==> src/rtl/fb_scanout_arbiter_pkg.sv <==
// Shared display definitions for the framebuffer scanout arbiter: geometry
// defaults, colour packing, blank sentinel, clear FSM encoding, RAM command.
package fb_scanout_arbiter_pkg;

  localparam int FB_W_DEF       = 200;
  localparam int FB_H_DEF       = 150;
  localparam int SCALE_LOG2_DEF = 2;
  localparam int FB_AW          = 15;
  localparam int PIX_W          = 10;
  localparam int COLOR_W        = 12;

  // Colour word packing {r, g, b}
  localparam int R_MSB = 11;
  localparam int R_LSB = 8;
  localparam int G_MSB = 7;
  localparam int G_LSB = 4;
  localparam int B_MSB = 3;
  localparam int B_LSB = 0;

  localparam logic [PIX_W-1:0] BLANK_COORD = 10'h3FF;

  typedef enum logic {
    ST_IDLE  = 1'b0,
    ST_CLEAR = 1'b1
  } clear_state_e;

  typedef struct packed {
    logic               en;
    logic               we;
    logic [FB_AW-1:0]   addr;
    logic [COLOR_W-1:0] wdata;
  } ram_cmd_t;

  // Constant multiply as a sum of shifted copies (200 = 128 + 64 + 8).
  function automatic logic [FB_AW-1:0] mul_const(input logic [FB_AW-1:0] a,
                                                 input int unsigned      k);
    logic [FB_AW-1:0] acc;
    acc = '0;
    for (int i = 0; i < FB_AW; i++) begin
      if (k[i]) acc = acc + (a << i);
    end
    return acc;
  endfunction

endpackage

==> src/rtl/fb_addr_calc.sv <==
// Maps display coordinates to a framebuffer word address and classifies the
// cycle as a fetch (first column of a scaled pixel) and/or blank.
module fb_addr_calc
  import fb_scanout_arbiter_pkg::*;
#(
  parameter int FB_W       = FB_W_DEF,
  parameter int FB_H       = FB_H_DEF,
  parameter int SCALE_LOG2 = SCALE_LOG2_DEF
) (
  input  logic [PIX_W-1:0] pixel_x,
  input  logic [PIX_W-1:0] pixel_y,
  output logic             fetch,
  output logic             blank,
  output logic [FB_AW-1:0] addr
);

  localparam logic [PIX_W:0]   X_LIM    = (PIX_W+1)'(FB_W << SCALE_LOG2);
  localparam logic [PIX_W:0]   Y_LIM    = (PIX_W+1)'(FB_H << SCALE_LOG2);
  localparam logic [PIX_W-1:0] SUB_MASK = PIX_W'((1 << SCALE_LOG2) - 1);

  logic             in_x;
  logic             in_y;
  logic [PIX_W-1:0] fb_x;
  logic [PIX_W-1:0] fb_y;

  // The blank sentinel is far beyond any legal extent, so the range check
  // alone covers it.
  always_comb begin
    in_x  = {1'b0, pixel_x} < X_LIM;
    in_y  = {1'b0, pixel_y} < Y_LIM;
    fb_x  = pixel_x >> SCALE_LOG2;
    fb_y  = pixel_y >> SCALE_LOG2;
    fetch = in_x && in_y && ((pixel_x & SUB_MASK) == '0);
    blank = !(in_x && in_y);
    addr  = mul_const(FB_AW'(fb_y), FB_W) + FB_AW'(fb_x);
  end

endmodule

==> src/rtl/fb_scanout_arbiter.sv <==
// Shares one single-port framebuffer RAM between display fetches (highest
// priority), a hardware fill engine and game-logic writes; drives scanout colour.
module fb_scanout_arbiter
  import fb_scanout_arbiter_pkg::*;
#(
  parameter int FB_W       = FB_W_DEF,
  parameter int FB_H       = FB_H_DEF,
  parameter int SCALE_LOG2 = SCALE_LOG2_DEF
) (
  input  logic                clk,
  input  logic                reset_n,
  input  logic [PIX_W-1:0]    pixel_x,
  input  logic [PIX_W-1:0]    pixel_y,
  output logic [3:0]          out_r,
  output logic [3:0]          out_g,
  output logic [3:0]          out_b,
  input  logic                wr_req,
  input  logic [FB_AW-1:0]    wr_addr,
  input  logic [COLOR_W-1:0]  wr_data,
  output logic                wr_ack,
  input  logic                clear_req,
  input  logic [COLOR_W-1:0]  clear_color,
  output logic                clear_busy,
  output logic                ram_en,
  output logic                ram_we,
  output logic [FB_AW-1:0]    ram_addr,
  output logic [COLOR_W-1:0]  ram_wdata,
  input  logic [COLOR_W-1:0]  ram_rdata
);

  localparam int               FB_WORDS  = FB_W * FB_H;
  localparam logic [FB_AW:0]   WORDS_LIM = (FB_AW+1)'(FB_WORDS);
  localparam logic [FB_AW-1:0] LAST_ADDR = FB_AW'(FB_WORDS - 1);

  logic             fetch;
  logic             blank;
  logic [FB_AW-1:0] fetch_addr;

  clear_state_e       state_q, state_d;
  logic [FB_AW-1:0]   clear_addr_q, clear_addr_d;
  logic [COLOR_W-1:0] clear_color_q, clear_color_d;

  ram_cmd_t cmd_q, cmd_d;
  logic     ack_q, ack_d;
  logic     write_ok;

  logic               s1_fetch_q, s1_blank_q;
  logic               s2_fetch_q, s2_blank_q;
  logic [COLOR_W-1:0] pix_q;

  fb_addr_calc #(
    .FB_W       (FB_W),
    .FB_H       (FB_H),
    .SCALE_LOG2 (SCALE_LOG2)
  ) u_addr_calc (
    .pixel_x (pixel_x),
    .pixel_y (pixel_y),
    .fetch   (fetch),
    .blank   (blank),
    .addr    (fetch_addr)
  );

  // Clear FSM state and fill pointer.
  // NOTE: sequential state uses non-blocking assignments so every register
  // samples the pre-edge values of the others.
  always_ff @(posedge clk or negedge reset_n) begin
    if (!reset_n) begin
      state_q       <= ST_IDLE;
      clear_addr_q  <= '0;
      clear_color_q <= '0;
    end else begin
      state_q       <= state_d;
      clear_addr_q  <= clear_addr_d;
      clear_color_q <= clear_color_d;
    end
  end

  // Slot arbitration for the next cycle: fetch > fill > game write.
  // NOTE: every signal driven here gets a default first; a branch that skipped
  // one would otherwise infer a latch.
  always_comb begin
    state_d       = state_q;
    clear_addr_d  = clear_addr_q;
    clear_color_d = clear_color_q;
    cmd_d         = '0;
    ack_d         = 1'b0;
    write_ok      = {1'b0, wr_addr} < WORDS_LIM;

    if (state_q == ST_IDLE && clear_req) begin
      state_d       = ST_CLEAR;
      clear_addr_d  = '0;
      clear_color_d = clear_color;
    end

    if (fetch) begin
      cmd_d.en   = 1'b1;
      cmd_d.addr = fetch_addr;
    end else if (state_q == ST_CLEAR) begin
      cmd_d.en     = 1'b1;
      cmd_d.we     = 1'b1;
      cmd_d.addr   = clear_addr_q;
      cmd_d.wdata  = clear_color_q;
      clear_addr_d = clear_addr_q + 1'b1;
      if (clear_addr_q == LAST_ADDR) state_d = ST_IDLE;
    end else if (state_q == ST_IDLE && !clear_req && wr_req && !ack_q) begin
      // An out-of-range write is acknowledged but never reaches the RAM.
      ack_d = 1'b1;
      if (write_ok) begin
        cmd_d.en    = 1'b1;
        cmd_d.we    = 1'b1;
        cmd_d.addr  = wr_addr;
        cmd_d.wdata = wr_data;
      end
    end
  end

  always_ff @(posedge clk or negedge reset_n) begin
    if (!reset_n) begin
      cmd_q <= '0;
      ack_q <= 1'b0;
    end else begin
      cmd_q <= cmd_d;
      ack_q <= ack_d;
    end
  end

  // Two-stage {fetch, blank} pipeline lines up with the RAM read latency;
  // non-fetch active cycles hold the last colour to replicate scaled pixels.
  always_ff @(posedge clk or negedge reset_n) begin
    if (!reset_n) begin
      s1_fetch_q <= 1'b0;
      s1_blank_q <= 1'b0;
      s2_fetch_q <= 1'b0;
      s2_blank_q <= 1'b0;
      pix_q      <= '0;
    end else begin
      s1_fetch_q <= fetch;
      s1_blank_q <= blank;
      s2_fetch_q <= s1_fetch_q;
      s2_blank_q <= s1_blank_q;
      if (s2_fetch_q)      pix_q <= ram_rdata;
      else if (s2_blank_q) pix_q <= '0;
    end
  end

  assign out_r      = pix_q[R_MSB:R_LSB];
  assign out_g      = pix_q[G_MSB:G_LSB];
  assign out_b      = pix_q[B_MSB:B_LSB];
  assign wr_ack     = ack_q;
  assign clear_busy = (state_q == ST_CLEAR);
  assign ram_en     = cmd_q.en;
  assign ram_we     = cmd_q.we;
  assign ram_addr   = cmd_q.addr;
  assign ram_wdata  = cmd_q.wdata;

endmodule

==> config.mk <==
export PLATFORM = sky130hd
export DESIGN_NAME = fb_scanout_arbiter
export DESIGN_NICKNAME = d
export VERILOG_FILES = /design/src/rtl/fb_scanout_arbiter_pkg.sv /design/src/rtl/fb_addr_calc.sv /design/src/rtl/fb_scanout_arbiter.sv
export SDC_FILE = /design/constraint.sdc
export NUM_CORES = 1
export LEC_CHECK = 0
export BUFFER_PORTS_ARGS = -buffer_cell sky130_fd_sc_hd__buf_2
export CAP_MARGIN = 5
export CORE_ASPECT_RATIO = 2
export CORE_MARGIN = 3
export CORE_UTILIZATION = 30
export DETAILED_ROUTE_END_ITERATION = 7
export GPL_TIMING_DRIVEN = 0
export PLACE_DENSITY = 0.54
export SKIP_CTS_REPAIR_TIMING = 1
export SYNTH_ARGS = -nofsm -noshare
export SYNTH_HDL_FRONTEND = slang
export SYNTH_SLANG_ARGS = --single-unit
==> constraint.sdc <==
create_clock -name clk -period 4.9 [get_ports clk]
set_input_delay 0.49 -clock clk [delete_from_list [all_inputs] [get_ports clk]]
set_output_delay 0.49 -clock clk [all_outputs]
set_load 0.05 [all_outputs]
==> summary.txt <==
STA
  • RSZ-0062 raised after global routing: false
  • Final hold slack: about 0.056 ns
  • Final Cycle Share: 0.628
  • Final Hold Viols: 0
  • Slew margin rel.: 0.474
  • Final number of setup-violating endpoints: 0
  • Slew Viols, Final: 0
  • Layout Skew: between 0.01 and 0.015 ns
  • Slew @ Worst Pin: 0.787 ns
  • Setup TNS Final: 0 ns
  • Min Tclk post-route: between 3 and 4 ns
  • Fmax: 0.325 GHz

Detailed routing
  • Remaining antenna violation count after routing: 0
  • Initial DRC count: 88
  • Total wire length: between 10000 and 15000 um
  • DRC errors left: 0
  • Post-DR wirelength/cell: between 15 and 20 um
  • Drt first pass iters: 4
  • Vias: roughly 3400
  • DR vias/cell: around 4.8

Worst setup path
  • Max Fanout on Critical Path: 5
  • CP Capture Type: flip-flop
  • CP peak stage delay: 0.48 ns
  • Crit path DAT: 3.31 ns
  • Top cell family by delay on the critical path: adder cells
  • Slowest stage cell, crit path: fa_1
  • Setup CP Type: input port to flip-flop
  • Crit path launch type: input port
  • CP Buf/Inv Count: 3
  • CP Cell Sequence: buf_2 -> inv_1 -> fa_1 -> inv_1 -> fa_1 -> ha_1 -> a211oi_1 -> nor2_1 -> a221oi_1 -> xor2_1 -> a21oi_1
  • CP required: between 5 and 6 ns

Job
  • Maxcap violations: 0

Clocking
  • CTS H-tree depth: 3
  • Inserted Clock Buffers: 9
  • Clk pin slew, worst setup/hold paths: 0.06 ns
  • Clock Sink Count: 74
  • CTS max path bufs: 2
  • Clk root buf: clkbuf_16
  • Insertion delay to the later sink of the worst-skew pair: between 0.3 and 0.4 ns
  • CTS tree: done

Logic synthesis
  • Most used flip-flop cell after synthesis: dfrtp_1
  • Syn_nets: 500
  • Synth Instances: between 300 and 400
  • Sequential area share after synthesis: 0.442
  • Post-synthesis cell area: about 0.0042 mm^2
  • Yosys reg bits: 74
  • EDFF count, synth: 0
  • Syn avg cell area: approximately 11 um^2
  • Async S/R FF share, synth: 1.00
  • Yosys warning count: 0
  • Unique masters post-synth: 46

Global route
  • Grt ovf: 0
  • Initial antenna violation count: 0
  • Largest net degree at the start of global routing: 54
  • First-pass GRT wire length: approximately 18000 um
  • Vias in the first global route: 3704
  • GRT Total Usage: 0.157

Layout
  • Area Overhead vs Synth: 27.5%
  • FILL cells: ~1400
  • Share of cells above drive strength 1: 0.367
  • Final core utilization: 0.393
  • Final Instance Count excl. Fillers: slightly above 700
  • Antenna cells: 0
  • Final net count: between 600 and 700
  • Area of the multi-input gates: roughly 0.0021 mm^2
  • Reg area: 0.00185 mm^2

Power and ir drop
  • Total power: around 2.2 mW
  • Sw Pwr: about 810 uW
  • Leakage power: around 2.7 nW
  • Seq pwr share: 0.351
  • Clk pwr share: 0.309
  • Switching Fraction: 0.365
  • Pwr/cell area: 416 mW/mm^2
  • Gate power share: 0.339
  • Max VDD drop: approximately 0.00014 V
  • Cell internal pwr: about 1.4 mW

Place
  • IO Port Bufs: around 120
  • Cells after DPL: around 690
  • Dpl hpwl: 9310 um
  • RD Place Congestion: about 0.82

Floorplan
  • Die H: about 170 um
  • Core Area: roughly 0.014 mm^2
  • IO Pins: roughly 120
  • Die area: about 0.016 mm^2
  • FP Rows: 60
  • Starting density of the core: 0.308
  • Die W: roughly 90 um

Status
  • Status: finished, final reports clean

Hold path
  • Hold/Removal Path Class: input port to asynchronous set/reset pin
[layer usage]
layer / vias up / part of all wire / global-route usage
met2: 91 / 0.58 / 0.301
met5: - / 0 / 0
met3: 31 / 0.036 / 0.0310
met4: 0 / 0.052 / 0.0925
li1: 1627 / - / -
met1: 1660 / 0.33 / 0.138
[worst paths after layout]
kind | cells after the start | to | from | slack, ns
max | 11 | ram_addr[13]$_DFF_PN0_ | pixel_y[3] | 1.82
min | 1 | ram_addr[2]$_DFF_PN0_ | reset_n | 0.06
max reg2reg | 6 | ram_addr[11]$_DFF_PN0_ | clear_busy$_DFF_PN0_ | 2.75
min reg2reg | 0 | s2_blank_q$_DFF_PN0_ | s1_blank_q$_DFF_PN0_ | 0.34
max in group asynchronous | 2 | ram_wdata[6]$_DFF_PN0_ | reset_n | 4.28
min in group clk | 0 | s2_blank_q$_DFF_PN0_ | s1_blank_q$_DFF_PN0_ | 0.34
[state kept, by name (all words and copies together), names as in the netlist]
register	cells
s2_blank_q	1
ram_addr	15
ram_we	1
s2_fetch_q	1
wr_ack	1
s1_blank_q	1
clear_busy	1
clear_color_q	12
ram_wdata	12
clear_addr_q	15
pix_q	12
s1_fetch_q	1
ram_en	1
[cells by family after synthesis]
family	synth area share
flip-flops	0.442
XOR/XNOR	0.0314
adder cells (fa/ha/maj)	0.120
AND/OR/NAND/NOR	0.132
multiplexers	0.00985
buffers and inverters	0.0591
AO/OA/AOI/OAI	0.205
[placed cells by master (no fill, tap or decap), types with 4 or more instances in the layout]
cell type    n
a21o_1       6
xor2_1      12
a211oi_1     4
inv_1       28
clkbuf_1     9
nand2_1     48
a22o_1      21
a21oi_1     15
dfrtp_1     74
a221oi_2     8
a221oi_1     8
buf_2      121
nor2_2      21
a22oi_2     12
nor2_1      15
nand3_1      9
clkbuf_16    9
ha_1        29
fa_1         7
[synthesized netlist by cell type (3+ instances only)]
master / count / share of area
a2111oi_2: 3 / 0.011
a22oi_2: 12 / 0.036
xor2_1: 12 / 0.025
buf_2: 7 / 0.0084
nand2_1: 48 / 0.043
a21oi_1: 15 / 0.018
a221oi_2: 8 / 0.029
inv_1: 28 / 0.025
o21ai_0: 3 / 0.0036
nor3_1: 3 / 0.0036
a211oi_1: 4 / 0.0072
nand3_1: 9 / 0.011
nor2_1: 15 / 0.013
mux2i_1: 3 / 0.0072
clkbuf_1: 9 / 0.0081
a21o_1: 6 / 0.011
a211o_1: 3 / 0.0063
fa_1: 7 / 0.033
xnor2_1: 3 / 0.0063
nor4_1: 3 / 0.0045
a31oi_1: 3 / 0.0045
ha_1: 29 / 0.087
a221oi_1: 8 / 0.017
dfrtp_1: 74 / 0.44
nor2_2: 21 / 0.031
a22o_1: 21 / 0.044
[stage by stage]
| step | setup slack [ns] | cell area (um^2) |
|---|---|---|
| floorplan | 1.96 | 4190 |
| detailed placement | 1.44 | 5030 |
| global route | 1.63 | 5340 |
| finish | 1.82 | 5340 |
| global placement | 1.49 | 5000 |
| CTS | 1.80 | 5340 |
[power groups by stage]
stage / clock network [mW] / logic, mW / registers, mW
final: 0.687 / 0.754 / 0.780
after detailed placement: 0 / 0.757 / 0.791
after global placement: 0 / 0.742 / 0.790
after CTS: 0.708 / 0.760 / 0.782
after floorplan: 0 / 0.362 / 0.975
after global routing: 0.730 / 0.822 / 0.795
[layout make-up]
cell class                 count  share of cell area
buffer                        23              0.0267
clock buffer                  11              0.0473
multi-input combinational    264               0.391
sequential                    74               0.347
tap                          186              0.0436
clock inverter                 5              0.0112
timing repair buffer         116               0.113
inverter                      28              0.0197
No activity file was read; power rests on OpenSTA's default activity.
